===== config.mk =====
export PLATFORM = sky130hd
export DESIGN_NAME = sc_scbc_ura
export DESIGN_NICKNAME = d
export VERILOG_FILES = /design/src/rtl/sc_ulpi_pkg.sv /design/src/rtl/sc_scbc_ura_arb.sv /design/src/rtl/sc_scbc_ura.sv
export SDC_FILE = /design/constraint.sdc
export NUM_CORES = 1
export LEC_CHECK = 0
export CAP_MARGIN = 20
export CORE_MARGIN = 5
export CORE_UTILIZATION = 40
export CTS_BUF_LIST = sky130_fd_sc_hd__clkbuf_4 sky130_fd_sc_hd__clkbuf_8
export CTS_CLUSTER_SIZE = 8
export DETAILED_ROUTE_END_ITERATION = 8
export GPL_TIMING_DRIVEN = 0
export PLACE_DENSITY = 0.65
export SYNTH_ARGS = -nofsm -noshare
export SYNTH_HDL_FRONTEND = slang
export SYNTH_SLANG_ARGS = --single-unit

===== constraint.sdc =====
create_clock -name ULPICLK -period 2.45 [get_ports ULPICLK]
set_input_delay 0.49 -clock ULPICLK [delete_from_list [all_inputs] [get_ports ULPICLK]]
set_output_delay 0.49 -clock ULPICLK [all_outputs]
set_load 0.01 [all_outputs]

===== src/rtl/sc_ulpi_pkg.sv =====
// Shared ULPI constants, register-byte builders and the register-access engine state type.
// Used by the ULPI register access engine.
package sc_ulpi_pkg;

    localparam logic [1:0] TXCMD_REGW = 2'b10;
    localparam logic [1:0] TXCMD_REGR = 2'b11;

    localparam logic [5:0] ADDR_FUNC_CTRL = 6'h04;
    localparam logic [5:0] ADDR_OTG_CTRL  = 6'h0A;

    localparam int FC_SUSPENDM_BIT = 6;
    localparam int FC_RESET_BIT    = 5;
    localparam int OTG_DMPD_BIT    = 2;
    localparam int OTG_DPPD_BIT    = 1;

    typedef enum logic [3:0] {
        URA_IDLE  = 4'd0,
        URA_TXCMD = 4'd1,
        URA_WDAT  = 4'd2,
        URA_STP   = 4'd3,
        URA_RTA   = 4'd4,
        URA_RDAT  = 4'd5,
        URA_RTB   = 4'd6,
        URA_DONE  = 4'd7,
        URA_ABT   = 4'd8
    } ura_state_t;

    // SuspendM is forced high and Reset low; the port state fills the low five bits.
    function automatic logic [7:0] func_ctrl_byte(input logic [4:0] st);
        logic [7:0] b;
        b                  = {3'b000, st};
        b[FC_SUSPENDM_BIT] = 1'b1;
        b[FC_RESET_BIT]    = 1'b0;
        return b;
    endfunction

    function automatic logic [7:0] otg_ctrl_byte(input logic host);
        logic [7:0] b;
        b               = 8'h00;
        b[OTG_DMPD_BIT] = host;
        b[OTG_DPPD_BIT] = host;
        return b;
    endfunction

endpackage


===== src/rtl/sc_scbc_ura_arb.sv =====
// Two-requester fixed-priority arbiter (UPSI over ULLA) for the ULPI register engine.
// Latches the owner at grant and steers the one-cycle completion pulse back to it.
module sc_scbc_ura_arb (
    input  logic clk_i,
    input  logic rst_ni,
    input  logic upsi_req_i,
    input  logic ulla_req_i,
    input  logic en_i,
    input  logic done_i,
    output logic grant_o,
    output logic sel_ulla_o,
    output logic upsi_ack_o,
    output logic ulla_ack_o
);

    logic owner_ulla_q;
    logic owner_ulla_d;
    logic upsi_ack_q;
    logic ulla_ack_q;

    // Grant decision and owner next-state
    always_comb begin
        grant_o    = en_i & (upsi_req_i | ulla_req_i);
        sel_ulla_o = ~upsi_req_i & ulla_req_i;
        if (grant_o) begin
            owner_ulla_d = sel_ulla_o;
        end else begin
            owner_ulla_d = owner_ulla_q;
        end
    end

    // Owner latch and routed ack registers
    always_ff @(posedge clk_i or negedge rst_ni) begin
        if (!rst_ni) begin
            owner_ulla_q <= 1'b0;
            upsi_ack_q   <= 1'b0;
            ulla_ack_q   <= 1'b0;
        end else begin
            owner_ulla_q <= owner_ulla_d;
            upsi_ack_q   <= done_i & ~owner_ulla_q;
            ulla_ack_q   <= done_i & owner_ulla_q;
        end
    end

    assign upsi_ack_o = upsi_ack_q;
    assign ulla_ack_o = ulla_ack_q;

endmodule


===== src/rtl/sc_scbc_ura.sv =====
// ULPI register access engine: runs UPSI/ULLA requests as immediate-address register
// writes/reads on the ULPI bus. All bus outputs are registered decodes of the next state.
module sc_scbc_ura
    import sc_ulpi_pkg::*;
#(
    parameter int NXT_TIMEOUT = 1024
) (
    input  logic       ULPICLK,
    input  logic       ULPIRSTB,
    input  logic       UPSI_REQ,
    output logic       UPSI_ACK,
    input  logic       UPSI_TYPE,
    input  logic [4:0] UPSI_STATE,
    input  logic       UPSI_CFG,
    input  logic       ULLA_REQ,
    output logic       ULLA_ACK,
    input  logic       ULLA_WR0RD1,
    input  logic [7:0] ULLA_ADDR,
    input  logic [7:0] ULLA_WRDATA,
    output logic [7:0] URC_DATA,
    input  logic       ULPI_DIR,
    input  logic       ULPI_NXT,
    output logic       ULPI_STP,
    input  logic [7:0] ULPI_DATA_I,
    output logic [7:0] ULPI_DATA_O,
    input  logic       ULPI_TXBUSY,
    output logic       URA_BUSY,
    output logic       URA_TOUT
);

    localparam int CW = $clog2(NXT_TIMEOUT);
    // Last wait cycle: TXCMD is entered one cycle after grant, so the ack lands at NXT_TIMEOUT+2.
    localparam logic [CW-1:0] TMO_LAST = CW'(NXT_TIMEOUT - 2);

    ura_state_t    state_q, state_d;
    logic [CW-1:0] cnt_q, cnt_d;
    logic          rd_q, rd_d;
    logic [5:0]    addr_q, addr_d;
    logic [7:0]    wdat_q, wdat_d;
    logic          tfl_q, tfl_d;
    logic          hold_q;
    logic [7:0]    data_q, data_d;
    logic          stp_q, stp_d;
    logic          busy_q, busy_d;
    logic          tout_q, tout_d;
    logic          done_d;
    logic [7:0]    urc_q;
    logic          arb_en_s, grant_s, sel_ulla_s;
    logic          unused_addr_s;

    assign unused_addr_s = ^ULLA_ADDR[7:6];
    assign arb_en_s = (state_q == URA_IDLE) & ~ULPI_DIR & ~ULPI_TXBUSY & ~hold_q;

    sc_scbc_ura_arb u_arb (
        .clk_i      (ULPICLK),
        .rst_ni     (ULPIRSTB),
        .upsi_req_i (UPSI_REQ),
        .ulla_req_i (ULLA_REQ),
        .en_i       (arb_en_s),
        .done_i     (done_d),
        .grant_o    (grant_s),
        .sel_ulla_o (sel_ulla_s),
        .upsi_ack_o (UPSI_ACK),
        .ulla_ack_o (ULLA_ACK)
    );

    // Next-state, transaction latch and NXT wait counter
    always_comb begin
        state_d = state_q;
        cnt_d   = cnt_q;
        rd_d    = rd_q;
        addr_d  = addr_q;
        wdat_d  = wdat_q;
        tfl_d   = tfl_q;
        case (state_q)
            URA_IDLE: begin
                if (grant_s) begin
                    state_d = URA_TXCMD;
                    cnt_d   = '0;
                    tfl_d   = 1'b0;
                    if (sel_ulla_s) begin
                        rd_d   = ULLA_WR0RD1;
                        addr_d = ULLA_ADDR[5:0];
                        wdat_d = ULLA_WRDATA;
                    end else if (UPSI_TYPE == 1'b0) begin
                        rd_d   = 1'b0;
                        addr_d = ADDR_FUNC_CTRL;
                        wdat_d = func_ctrl_byte(UPSI_STATE);
                    end else begin
                        rd_d   = 1'b0;
                        addr_d = ADDR_OTG_CTRL;
                        wdat_d = otg_ctrl_byte(UPSI_CFG);
                    end
                end else begin
                    state_d = URA_IDLE;
                end
            end
            URA_TXCMD, URA_WDAT: begin
                if (ULPI_DIR) begin
                    state_d = URA_ABT;
                end else if (ULPI_NXT) begin
                    cnt_d = '0;
                    if (state_q == URA_WDAT) begin
                        state_d = URA_STP;
                    end else if (rd_q) begin
                        state_d = URA_RTA;
                    end else begin
                        state_d = URA_WDAT;
                    end
                end else if (cnt_q == TMO_LAST) begin
                    state_d = URA_STP;
                    tfl_d   = 1'b1;
                end else begin
                    cnt_d = cnt_q + CW'(1);
                end
            end
            URA_STP:  state_d = URA_DONE;
            URA_RTA:  state_d = URA_RDAT;
            URA_RDAT: state_d = URA_RTB;
            URA_RTB: begin
                if (!ULPI_DIR) begin
                    state_d = URA_DONE;
                end else begin
                    state_d = URA_RTB;
                end
            end
            URA_ABT: begin
                if (!ULPI_DIR) begin
                    state_d = URA_TXCMD;
                    cnt_d   = '0;
                end else begin
                    state_d = URA_ABT;
                end
            end
            URA_DONE: state_d = URA_IDLE;
            default:  state_d = URA_IDLE;
        endcase
    end

    // Bus output decode of the next state, so registered outputs track the state
    always_comb begin
        data_d = 8'h00;
        stp_d  = 1'b0;
        busy_d = 1'b0;
        tout_d = 1'b0;
        done_d = 1'b0;
        case (state_d)
            URA_TXCMD: begin
                data_d = {(rd_d ? TXCMD_REGR : TXCMD_REGW), addr_d};
                busy_d = 1'b1;
            end
            URA_WDAT: begin
                data_d = wdat_d;
                busy_d = 1'b1;
            end
            URA_STP: begin
                stp_d  = 1'b1;
                busy_d = 1'b1;
            end
            URA_RTA, URA_RDAT, URA_RTB, URA_ABT: busy_d = 1'b1;
            URA_DONE: begin
                done_d = 1'b1;
                tout_d = tfl_d;
            end
            default: data_d = 8'h00;
        endcase
    end

    // State, transaction and output registers
    always_ff @(posedge ULPICLK or negedge ULPIRSTB) begin
        if (!ULPIRSTB) begin
            state_q <= URA_IDLE;
            cnt_q   <= '0;
            rd_q    <= 1'b0;
            addr_q  <= 6'h00;
            wdat_q  <= 8'h00;
            tfl_q   <= 1'b0;
            hold_q  <= 1'b0;
            data_q  <= 8'h00;
            stp_q   <= 1'b0;
            busy_q  <= 1'b0;
            tout_q  <= 1'b0;
            urc_q   <= 8'h00;
        end else begin
            state_q <= state_d;
            cnt_q   <= cnt_d;
            rd_q    <= rd_d;
            addr_q  <= addr_d;
            wdat_q  <= wdat_d;
            tfl_q   <= tfl_d;
            hold_q  <= (state_q == URA_DONE);
            data_q  <= data_d;
            stp_q   <= stp_d;
            busy_q  <= busy_d;
            tout_q  <= tout_d;
            if (state_q == URA_RDAT) begin
                urc_q <= ULPI_DATA_I;
            end else begin
                urc_q <= urc_q;
            end
        end
    end

    assign ULPI_DATA_O = data_q;
    assign ULPI_STP    = stp_q;
    assign URA_BUSY    = busy_q;
    assign URA_TOUT    = tout_q;
    assign URC_DATA    = urc_q;

endmodule


==> results of run 1 <==
## per-layer routing
| layer | share of wire [%] | GRT usage, % |
|---|---|---|
| met5 | 0 | 0 |
| met4 | 1.5 | 5.62 |
| met3 | 3.5 | 2.98 |
| met2 | 47 | 24.7 |
| met1 | 48 | 23.7 |
## sequential cells by signal (all words and copies together) (netlist names)
register	flops
rd_q	1
u_arb.owner_ulla_q	1
hold_q	1
URC_DATA	8
state_q	4
ULPI_STP	1
URA_TOUT	1
tfl_q	1
wdat_q	8
URA_BUSY	1
ULPI_DATA_O	8
u_arb.upsi_ack_o	1
addr_q	6
u_arb.ulla_ack_o	1
cnt_q	10
## worst max-delay path, stage by stage
cell and delay, ns:
clkdlybuf4s50_1 0.55, or4_4 0.63, a21boi_0 0.44, nor3_4 0.14, mux2_2 0.29
## per-stage QoR
step	worst slack [ns]	area, sq um
6_report	0.111	3600
3_5_place_dp	-0.410	3450
5_1_grt	0.0100	3600
3_3_place_gp	-0.756	3430
4_1_cts	0.0765	3560
2_1_floorplan	0.417	2770
## how the worst max path moves through the flow
stage / end
5_1_grt: cnt_q[1]$_DFFE_PN0P_
4_1_cts: ULPI_DATA_O[1]$_DFF_PN0_
2_1_floorplan: ULPI_DATA_O[2]$_DFF_PN0_
3_3_place_gp: ULPI_DATA_O[1]$_DFF_PN0_
6_report: cnt_q[1]$_DFFE_PN0P_
3_5_place_dp: URA_BUSY$_DFF_PN0_
## power groups by stage
stage                     sequential [uW]  clock [uW]  combinational, uW
after floorplan                      1310           0               1020
after global placement               1260           0               1640
after detailed placement             1270           0               1660
after CTS                            1250         622               1670
after global routing                 1280         651               1880
final                                1250         602               1710
## cell type report
| type | instances | area [sq um] | share of cell area, % |
|---|---|---|---|
| plain buffers | 14 | 82.6 | 2.30 |
| clock buffers | 5 | 68.8 | 1.91 |
| clock inverters | 3 | 43.8 | 1.22 |
| inverters | 17 | 63.8 | 1.77 |
| multi-input cells | 183 | 1320 | 36.7 |
| flip-flops and latches | 53 | 1330 | 36.9 |
| well taps | 80 | 100 | 2.78 |
| repair buffers | 59 | 591 | 16.4 |
## what timing repair did
action	4_1_cts	5_1_grt
setup buffers	0	2
pin swaps	0	1
gates resized for setup	1	7
endpoints found under the setup margin	2	8
hold buffers	0	0
## cells by family after synthesis
kind of cell,count (synthesis)
compound gates,68
xor+xnor,3
fa+ha+maj,2
buf+inv,31
flops,53
mux,29
simple gates,81
## layout by cell type, fill, tap and decap left out, types with 2 or more instances in the layout
cell,Yosys,routed
nor3_1,4,4
clkbuf_8,0,5
nand2b_1,7,7
o211ai_1,2,2
a2bb2oi_1,2,2
o22ai_1,2,2
o31ai_1,4,3
buf_4,3,4
clkbuf_1,6,4
nor2b_1,2,2
o21a_1,3,3
a21o_1,3,3
ha_1,2,2
nand2_1,20,20
or3_1,2,2
mux2_2,19,19
buf_2,4,5
clkbuf_2,0,2
mux2i_1,10,10
buf_6,1,2
or2_2,2,2
xor2_1,2,2
and3_2,3,3
and3_1,6,6
a21oi_1,14,14
dfrtp_1,53,53
nor2_1,18,18
o21ai_0,9,9
clkdlybuf4s50_1,0,55
o32ai_1,7,7
nand3_1,5,5
a41oi_1,2,2
a31oi_1,7,7
inv_1,17,17
==> impl_results.html, run 1 <==
<table>
<tr><th>Metric</th><th>Value</th></tr>
<tr><th colspan="2">Synth</th></tr>
<tr><td>Post-Syn Area per Cell</td><td>a little over 10 sq um</td></tr>
<tr><td>Number of warnings reported in the yosys synthesis log</td><td>0</td></tr>
<tr><td>Synth Flop Type</td><td>dfrtp_1</td></tr>
<tr><td>Largest cells by area after synthesis</td><td>dfrtp_1 (48%), mux2_2 (7.7%), mux2i_1 (3.6%)</td></tr>
<tr><td>Top cells by instance count after synthesis</td><td>dfrtp_1 (53), nand2_1 (20), mux2_2 (19)</td></tr>
<tr><td>Parity-gate share of the synthesized area counting xor and xnor cells</td><td>less than 1%</td></tr>
<tr><td>Main combinational cell family by area after synthesis</td><td>compound AO/OA/AOI/OAI gates</td></tr>
<tr><td>Count of flip-flops with a built-in enable after synthesis</td><td>0</td></tr>
<tr><td>Post-synthesis cell type with the largest combined area</td><td>dfrtp_1</td></tr>
<tr><td>Cell with the most instances after synthesis</td><td>dfrtp_1</td></tr>
<tr><td>Top cell type's share of synthesized area</td><td>approximately 48%</td></tr>
<tr><td>Simple-gate share of the synthesized area</td><td>approximately 16%</td></tr>
<tr><td>Adder-Cell Fraction of Synth Area</td><td>less than 1%</td></tr>
<tr><td>Total nets after synthesis</td><td>around 310</td></tr>
<tr><td>Cell count after synthesis</td><td>267</td></tr>
<tr><td>Complex-gate fraction of the synthesized area</td><td>17.5%</td></tr>
<tr><td>Async set-or-reset flop fraction in the synthesized netlist</td><td>between 90% and 100%</td></tr>
<tr><td>Proportion of synthesized chip area in sequential cells</td><td>47.9%</td></tr>
<tr><td>Flop and latch count out of synthesis</td><td>53</td></tr>
<tr><td>Proportion of synthesized area in mux cells</td><td>a little under an eighth</td></tr>
<tr><td>Number of distinct library cell variants in the gate-level netlist after synthesis</td><td>57</td></tr>
<tr><td>Area of the mapped netlist</td><td>2770 sq um</td></tr>
<tr><th colspan="2">Finish</th></tr>
<tr><td>Final #Nets</td><td>roughly 370</td></tr>
<tr><td>Fraction of layout instances using a drive strength above 1</td><td>between 10% and 20%</td></tr>
<tr><td>Non-filler cells, final</td><td>slightly above 400</td></tr>
<tr><td>Antenna Cells</td><td>0</td></tr>
<tr><td>Fill cell instance count of the final layout</td><td>about 640</td></tr>
<tr><td>Fraction of the core area covered by cells at the end of the flow</td><td>53.2%</td></tr>
<tr><td>Area growth, synth to finish</td><td>29.9%</td></tr>
<tr><th colspan="2">Floorplanning</th></tr>
<tr><td>Horiz. Die Dim</td><td>93.2 um</td></tr>
<tr><td>I/O Pins</td><td>60</td></tr>
<tr><td>Number of placement rows</td><td>30</td></tr>
<tr><td>Starting utilization of the core area</td><td>about two fifths</td></tr>
<tr><td>Total Die Area</td><td>roughly 8700 sq um</td></tr>
<tr><td>Height of the die</td><td>slightly above 90 um</td></tr>
<tr><td>Area of the core</td><td>approximately 6800 sq um</td></tr>
<tr><th colspan="2">Global routing</th></tr>
<tr><td>Global-route wire length before repair</td><td>between 10 and 15 mm</td></tr>
<tr><td>Overall overflow remaining after global route</td><td>0</td></tr>
<tr><td>Largest net degree at the start of global routing</td><td>37</td></tr>
<tr><td>Total global-route track usage</td><td>between 10% and 20%</td></tr>
<tr><td>Initial antenna violation count</td><td>0</td></tr>
<tr><td>Vias in the first global route</td><td>about 2,300</td></tr>
<tr><th colspan="2">Critical path</th></tr>
<tr><td>Crit path launch type</td><td>input pin</td></tr>
<tr><td>Peak fanout along the critical path</td><td>9</td></tr>
<tr><td>Endpoint of the worst register-to-register path</td><td>cnt_q[1]$_DFFE_PN0P_</td></tr>
<tr><td>Reg-to-reg startpoint</td><td>cnt_q[0]$_DFFE_PN0P_</td></tr>
<tr><td>R2r worst-path depth</td><td>7</td></tr>
<tr><td>Critical path start-end classification</td><td>input pin to flop</td></tr>
<tr><td>Crit path arrival time</td><td>2.55 ns</td></tr>
<tr><td>Required time at the endpoint of the critical path</td><td>between 2 and 3 ns</td></tr>
<tr><td>Endpoint class of the critical path</td><td>flop</td></tr>
<tr><td>R2R Setup Slk</td><td>0.19 ns</td></tr>
<tr><td>CP Launch Point</td><td>ULPI_NXT</td></tr>
<tr><th colspan="2">Routing</th></tr>
<tr><td>WL/cell</td><td>16.1 um</td></tr>
<tr><td>Iteration-0 DRC count of the detailed router</td><td>between 150 and 200</td></tr>
<tr><td>Number of nets still failing antenna checks after routing</td><td>0</td></tr>
<tr><td>Vias</td><td>approximately 2,300</td></tr>
<tr><td>Vias per std cell</td><td>about 5.5</td></tr>
<tr><td>Remaining routing DRC violations</td><td>0</td></tr>
<tr><td>Total iterations of the first detailed-routing run</td><td>4</td></tr>
<tr><td>Wire length after detailed routing</td><td>~6.7 mm</td></tr>
<tr><th colspan="2">STA</th></tr>
<tr><td>Endpoints failing setup</td><td>0</td></tr>
<tr><td>Final hold violation count</td><td>0</td></tr>
<tr><td>Ratio of final minimum period to clock period</td><td>a little over nine tenths</td></tr>
<tr><td>Final clock skew</td><td>around 0.011 ns</td></tr>
<tr><td>Highest Clock Rate</td><td>between 400 and 500 MHz</td></tr>
<tr><td>Tmin final</td><td>around 2.3 ns</td></tr>
<tr><td>RSZ-0062 raised after global routing</td><td>false</td></tr>
<tr><td>Worst rel slew slack</td><td>around two fifths</td></tr>
<tr><td>Worst hold margin</td><td>between 0.1 and 0.15 ns</td></tr>
<tr><td>Sum of negative setup slack</td><td>0 ns</td></tr>
<tr><td>Final Max Slew Viols</td><td>0</td></tr>
<tr><td>Transition time of the tightest slew-check pin</td><td>~0.91 ns</td></tr>
<tr><th colspan="2">Placed design</th></tr>
<tr><td>Number of buffers inserted by port buffering</td><td>56</td></tr>
<tr><td>Routability Congestion</td><td>0.810</td></tr>
<tr><td>Post-placement cell count</td><td>~400</td></tr>
<tr><td>Placed wire-length estimate after detailed placement</td><td>approximately 5 mm</td></tr>
<tr><th colspan="2">Clocking</th></tr>
<tr><td>TritonCTS clock tree</td><td>yes</td></tr>
<tr><td>Num CTS Buffers</td><td>5</td></tr>
<tr><td>Root buffer cell</td><td>clkbuf_8</td></tr>
<tr><td>Buffer levels on the longest clock path</td><td>2</td></tr>
<tr><td>Total clock sinks</td><td>53</td></tr>
<tr><td>Clock slew at the register clock pins of the worst setup and hold paths</td><td>approximately 0.090 ns</td></tr>
<tr><td>Worst-skew pair later-pin latency</td><td>approximately 0.32 ns</td></tr>
<tr><td>CTS H-tree lvls</td><td>2</td></tr>
<tr><th colspan="2">Power and ir drop</th></tr>
<tr><td>Sw Pwr</td><td>1330 uW</td></tr>
<tr><td>Clock network fraction of design power</td><td>between 15 and 20%</td></tr>
<tr><td>Internal power component</td><td>roughly 2200 uW</td></tr>
<tr><td>Power, Total</td><td>3560 uW</td></tr>
<tr><td>P per Cell Area</td><td>around 990 nW/um^2</td></tr>
<tr><td>Max VDD drop</td><td>0.455 mV</td></tr>
<tr><td>Share of total power in combinational logic</td><td>~48%</td></tr>
<tr><td>Switching share of power</td><td>between 30% and 40%</td></tr>
<tr><td>Static leakage power</td><td>about 0.0016 uW</td></tr>
<tr><td>Sequential power share</td><td>between 30% and 40%</td></tr>
<tr><th colspan="2">Run</th></tr>
<tr><td>Max-cap violations</td><td>0</td></tr>
<tr><th colspan="2">Worst hold path</th></tr>
<tr><td>Worst hold-check path type</td><td>input pin to async pin</td></tr>
<tr><th colspan="2">Outcome</th></tr>
<tr><td>Status</td><td>completed</td></tr>
</table>
Note: power is estimated with default switching activity, not from simulation.
==> run 2: changes to the inputs <==
Settings changed: GPL_ROUTABILITY_DRIVEN from default to 1.
==> results of run 2 <==
No change in the layout: final DEF, timing and power equal those of run 1.
==> run 3: changes to the inputs <==
Settings changed: REMOVE_ABC_BUFFERS from default to 1, SYNTH_HIERARCHICAL from default to 1.
Clock period 2.45 ns to 2.8 ns, I/O delays scaled along.
==> impl_results.html, run 3 <==
<table>
<tr><th>Metric</th><th>Value</th></tr>
<tr><th colspan="2">Routing</th></tr>
<tr><td>Iteration-0 DRC count of the detailed router</td><td>95 (-49%)</td></tr>
<tr><td>Routed length on met3</td><td>153 um (-35%)</td></tr>
<tr><td>Remaining routing DRC violations</td><td>0 (unchanged)</td></tr>
<tr><td>Total iterations of the first detailed-routing run</td><td>4 (unchanged)</td></tr>
<tr><td>Number of nets still failing antenna checks after routing</td><td>0 (unchanged)</td></tr>
<tr><td>Wire length after detailed routing</td><td>6.16 mm (-7.6%)</td></tr>
<tr><td>Vias</td><td>2,123 (-6.2%)</td></tr>
<tr><td>Highest routed metal layer</td><td>met4</td></tr>
<tr><td>Vias per std cell</td><td>5.13 (-6.2%)</td></tr>
<tr><td>Wire length on met2</td><td>3.03 mm (-3.1%)</td></tr>
<tr><td>M1 wire length</td><td>2.92 mm (-8.9%)</td></tr>
<tr><td>WL/cell</td><td>14.9 um (-7.6%)</td></tr>
<tr><th colspan="2">Critical path</th></tr>
<tr><td>Peak fanout along the critical path</td><td>21 (+12)</td></tr>
<tr><td>Endpoint class of the critical path</td><td>flop</td></tr>
<tr><td>Critical path start-end classification</td><td>flop to flop</td></tr>
<tr><td>Cell-by-cell trace of the critical path</td><td>nor4_1 -&gt; and2_1 -&gt; o21a_2 -&gt; and2_2 -&gt; mux2_2 -&gt; o211ai_1 -&gt; mux2i_1</td></tr>
<tr><td>Crit path arrival time</td><td>2.76 ns (+0.21 ns)</td></tr>
<tr><td>Critical path's largest stage delay</td><td>0.58 ns (-0.05 ns)</td></tr>
<tr><td>Slowest cell on crit path</td><td>dfrtp_2</td></tr>
<tr><td>Required time at the endpoint of the critical path</td><td>2.99 ns (+0.33 ns)</td></tr>
<tr><td>Crit path launch type</td><td>flop</td></tr>
<tr><th colspan="2">Global routing</th></tr>
<tr><td>Global-route wire length before repair</td><td>10.6 mm (-6.5%)</td></tr>
<tr><td>Largest net degree at the start of global routing</td><td>29 (-22%)</td></tr>
<tr><td>Total global-route track usage</td><td>15.0% (-1.4 points)</td></tr>
<tr><td>Overall overflow remaining after global route</td><td>0 (unchanged)</td></tr>
<tr><td>Initial antenna violation count</td><td>0 (unchanged)</td></tr>
<tr><td>Vias in the first global route</td><td>2,175 (-3.4%)</td></tr>
<tr><th colspan="2">Clocking</th></tr>
<tr><td>Root buffer cell</td><td>clkbuf_8</td></tr>
<tr><td>Clock slew at the register clock pins of the worst setup and hold paths</td><td>0.10 ns (about the same)</td></tr>
<tr><td>Total clock sinks</td><td>53 (unchanged)</td></tr>
<tr><td>CTS H-tree lvls</td><td>2 (unchanged)</td></tr>
<tr><td>Count of hold-fix buffers inserted at cts</td><td>0 (unchanged)</td></tr>
<tr><td>Worst-skew pair later-pin latency</td><td>0.31 ns (about the same)</td></tr>
<tr><td>Num CTS Buffers</td><td>5 (unchanged)</td></tr>
<tr><td>TritonCTS clock tree</td><td>yes</td></tr>
<tr><td>Buffer levels on the longest clock path</td><td>2 (unchanged)</td></tr>
<tr><th colspan="2">STA</th></tr>
<tr><td>Final clock skew</td><td>0.00911 ns (-0.00145 ns)</td></tr>
<tr><td>Highest Clock Rate</td><td>~400 MHz</td></tr>
<tr><td>Sum of negative setup slack</td><td>0 ns (unchanged)</td></tr>
<tr><td>Tmin final</td><td>between 2 and 3 ns</td></tr>
<tr><td>Final Max Slew Viols</td><td>0 (unchanged)</td></tr>
<tr><td>Worst rel slew slack</td><td>43.7% (+4.2 points)</td></tr>
<tr><td>Transition time of the tightest slew-check pin</td><td>0.844 ns (-0.0623 ns)</td></tr>
<tr><td>Final hold violation count</td><td>0 (unchanged)</td></tr>
<tr><td>Final worst-path setup slack</td><td>0.233 ns (+0.123 ns)</td></tr>
<tr><td>Endpoints failing setup</td><td>0 (unchanged)</td></tr>
<tr><td>RSZ-0062 raised after global routing</td><td>false</td></tr>
<tr><td>Worst hold margin</td><td>0.249 ns (+0.144 ns)</td></tr>
<tr><td>Ratio of final minimum period to clock period</td><td>just over 90%</td></tr>
<tr><th colspan="2">Finish</th></tr>
<tr><td>Register with the most flip-flops</td><td>cnt_q</td></tr>
<tr><td>Multi-input gate area in the final layout</td><td>1320 sq um (-0.28%)</td></tr>
<tr><td>Antenna Cells</td><td>0 (unchanged)</td></tr>
<tr><td>Final #Nets</td><td>358 (-4.3%)</td></tr>
<tr><td>Area taken by flip-flops and latches</td><td>1330 sq um (+0.28%)</td></tr>
<tr><td>Most frequent standard cell in the layout excluding fill and tap cells</td><td>clkdlybuf4s50_1</td></tr>
<tr><td>Fraction of layout instances using a drive strength above 1</td><td>15.7% (-1.0 points)</td></tr>
<tr><td>Fill cell instance count of the final layout</td><td>626 (-2.3%)</td></tr>
<tr><td>Fraction of the core area covered by cells at the end of the flow</td><td>52.2% (-1.1 points)</td></tr>
<tr><td>Number of flip-flops under the largest register name</td><td>10 (unchanged)</td></tr>
<tr><td>Area growth, synth to finish</td><td>27.6%</td></tr>
<tr><td>Most frequent cells in the layout</td><td>clkdlybuf4s50_1 (55), dfrtp_1 (50), a21oi_1 (29)</td></tr>
<tr><th colspan="2">Synth</th></tr>
<tr><td>Largest cells by area after synthesis</td><td>dfrtp_1 (48%), mux2i_1 (6.5%), a21oi_1 (5.2%)</td></tr>
<tr><td>Cell count after synthesis</td><td>263 (-1.5%)</td></tr>
<tr><td>Flop and latch count out of synthesis</td><td>53 (unchanged)</td></tr>
<tr><td>Async set-or-reset flop fraction in the synthesized netlist</td><td>100% (unchanged)</td></tr>
<tr><td>Area of the mapped netlist</td><td>2780 sq um (+0.27%)</td></tr>
<tr><td>Count of flip-flops with a built-in enable after synthesis</td><td>0 (unchanged)</td></tr>
<tr><td>Number of distinct library cell variants in the gate-level netlist after synthesis</td><td>54 (-5.3%)</td></tr>
<tr><td>Post-synthesis cell type with the largest combined area</td><td>dfrtp_1</td></tr>
<tr><td>Number of warnings reported in the yosys synthesis log</td><td>6 (+6)</td></tr>
<tr><td>Proportion of synthesized chip area in sequential cells</td><td>47.7% (-0.13 points)</td></tr>
<tr><td>Synth Flop Type</td><td>dfrtp_1</td></tr>
<tr><td>Cell with the most instances after synthesis</td><td>dfrtp_1</td></tr>
<tr><td>Top cells by instance count after synthesis</td><td>dfrtp_1 (53), a21oi_1 (29), nand2_1 (20)</td></tr>
<tr><td>Top cell type's share of synthesized area</td><td>47.7% (-0.13 points)</td></tr>
<tr><td>Post-Syn Area per Cell</td><td>10.6 sq um (+1.8%)</td></tr>
<tr><th colspan="2">Worst hold path</th></tr>
<tr><td>Worst hold-check path type</td><td>input pin to async pin</td></tr>
<tr><th colspan="2">Placed design</th></tr>
<tr><td>Setup Slack @ Placement</td><td>-0.719 ns (-0.308 ns)</td></tr>
<tr><td>Number of buffers inserted by port buffering</td><td>57 (+1.8%)</td></tr>
<tr><td>Placed wire-length estimate after detailed placement</td><td>4.39 mm (-12%)</td></tr>
<tr><td>Routability Congestion</td><td>0.761 (-6.0%)</td></tr>
<tr><th colspan="2">Floorplanning</th></tr>
<tr><td>Horiz. Die Dim</td><td>93.3 um (+0.12%)</td></tr>
<tr><td>Total Die Area</td><td>8710 sq um (+0.24%)</td></tr>
<tr><td>Starting utilization of the core area</td><td>40.9% (-0.12 points)</td></tr>
<tr><td>Number of placement rows</td><td>30 (unchanged)</td></tr>
<tr><td>Area of the core</td><td>6790 sq um (+0.56%)</td></tr>
<tr><td>I/O Pins</td><td>60 (unchanged)</td></tr>
<tr><td>Height of the die</td><td>93.3 um (+0.12%)</td></tr>
<tr><th colspan="2">Power and ir drop</th></tr>
<tr><td>Power, Total</td><td>3410 uW (-4.2%)</td></tr>
<tr><td>Max VDD drop</td><td>0.590 mV (+30%)</td></tr>
<tr><td>P per Cell Area</td><td>962 nW/um^2 (-2.7%)</td></tr>
<tr><td>Static leakage power</td><td>0.00148 uW (-6.4%)</td></tr>
<tr><th colspan="2">Run</th></tr>
<tr><td>Max-cap violations</td><td>0 (unchanged)</td></tr>
<tr><th colspan="2">Outcome</th></tr>
<tr><td>Status</td><td>completed</td></tr>
</table>
==> run 3: critical path, delay by kind of cell (launching register included) <==
kind,cells,cell delay (ns)
and+or+nand+nor,3,0.99
DFF,1,0.58
muxes,2,0.50
AOI/OAI and AO/OA,2,0.36
==> run 3: final cells by class <==
cell class,instances,area share (%)
clock inverters,3,0.706
inverters,12,1.27
repair buffers,65,18.0
flip-flops and latches,53,37.5
clock buffers,5,1.94
multi-input cells,180,37.2
well taps,96,3.39
==> run 3: through the flow <==
stage               area, sq um  std cells
finish                     3540        414
global route               3540        414
CTS                        3510        411
detailed placement         3390        400
global placement           3370        398
floorplan                  2680        245
==> run 3: what timing repair did <==
action                                  in CTS  in global routing
pin swaps                                    1                  0
setup buffers                                3                  2
endpoints found under the setup margin      34                 22
resized for setup                            3                  4
==> run 3: cells by family (layout without fill, tap and decap cells) <==
group	after synthesis	count (layout)	share of synthesized area (%)
compound gates	73	73	18.6
simple gates	72	72	15.2
flops	53	53	47.7
mux	30	30	11.5
buf+inv	30	85	5.09
xor+xnor	3	3	0.946
fa+ha+maj	2	2	0.901
==> run 3: metal layers <==
metal / GRT usage (%) / vias up
met1: 20.9 / 1024
met3: 2.90 / 4
met5: 0 / -
li1: - / 1063
met4: 3.79 / 0
met2: 24.1 / 32
==> run 3: path summary, 6_finish.rpt <==
check	cells after the start	slack (ns)	from	to
max in group asynchronous	2	2.00	ULPIRSTB	ULPI_DATA_O[1]$_DFF_PN0_
min in group ULPICLK	1	0.45	u_arb/owner_ulla_q$_DFFE_PN0P_	u_arb/upsi_ack_o$_DFF_PN0_
min	1	0.25	ULPIRSTB	ULPI_STP$_DFF_PN0_
max reg2reg	7	0.23	state_q[1]$_DFF_PN0_	ULPI_DATA_O[2]$_DFF_PN0_
max	7	0.23	state_q[1]$_DFF_PN0_	ULPI_DATA_O[2]$_DFF_PN0_
min reg2reg	1	0.45	u_arb/owner_ulla_q$_DFFE_PN0P_	u_arb/upsi_ack_o$_DFF_PN0_
==> run 3: report_power, final <==
group	internal [uW]	leakage, uW	switching, uW	total, uW
Clock	183	0.0000452	268	451
Sequential	1040	0.000673	261	1300
Combinational	813	0.000759	848	1660
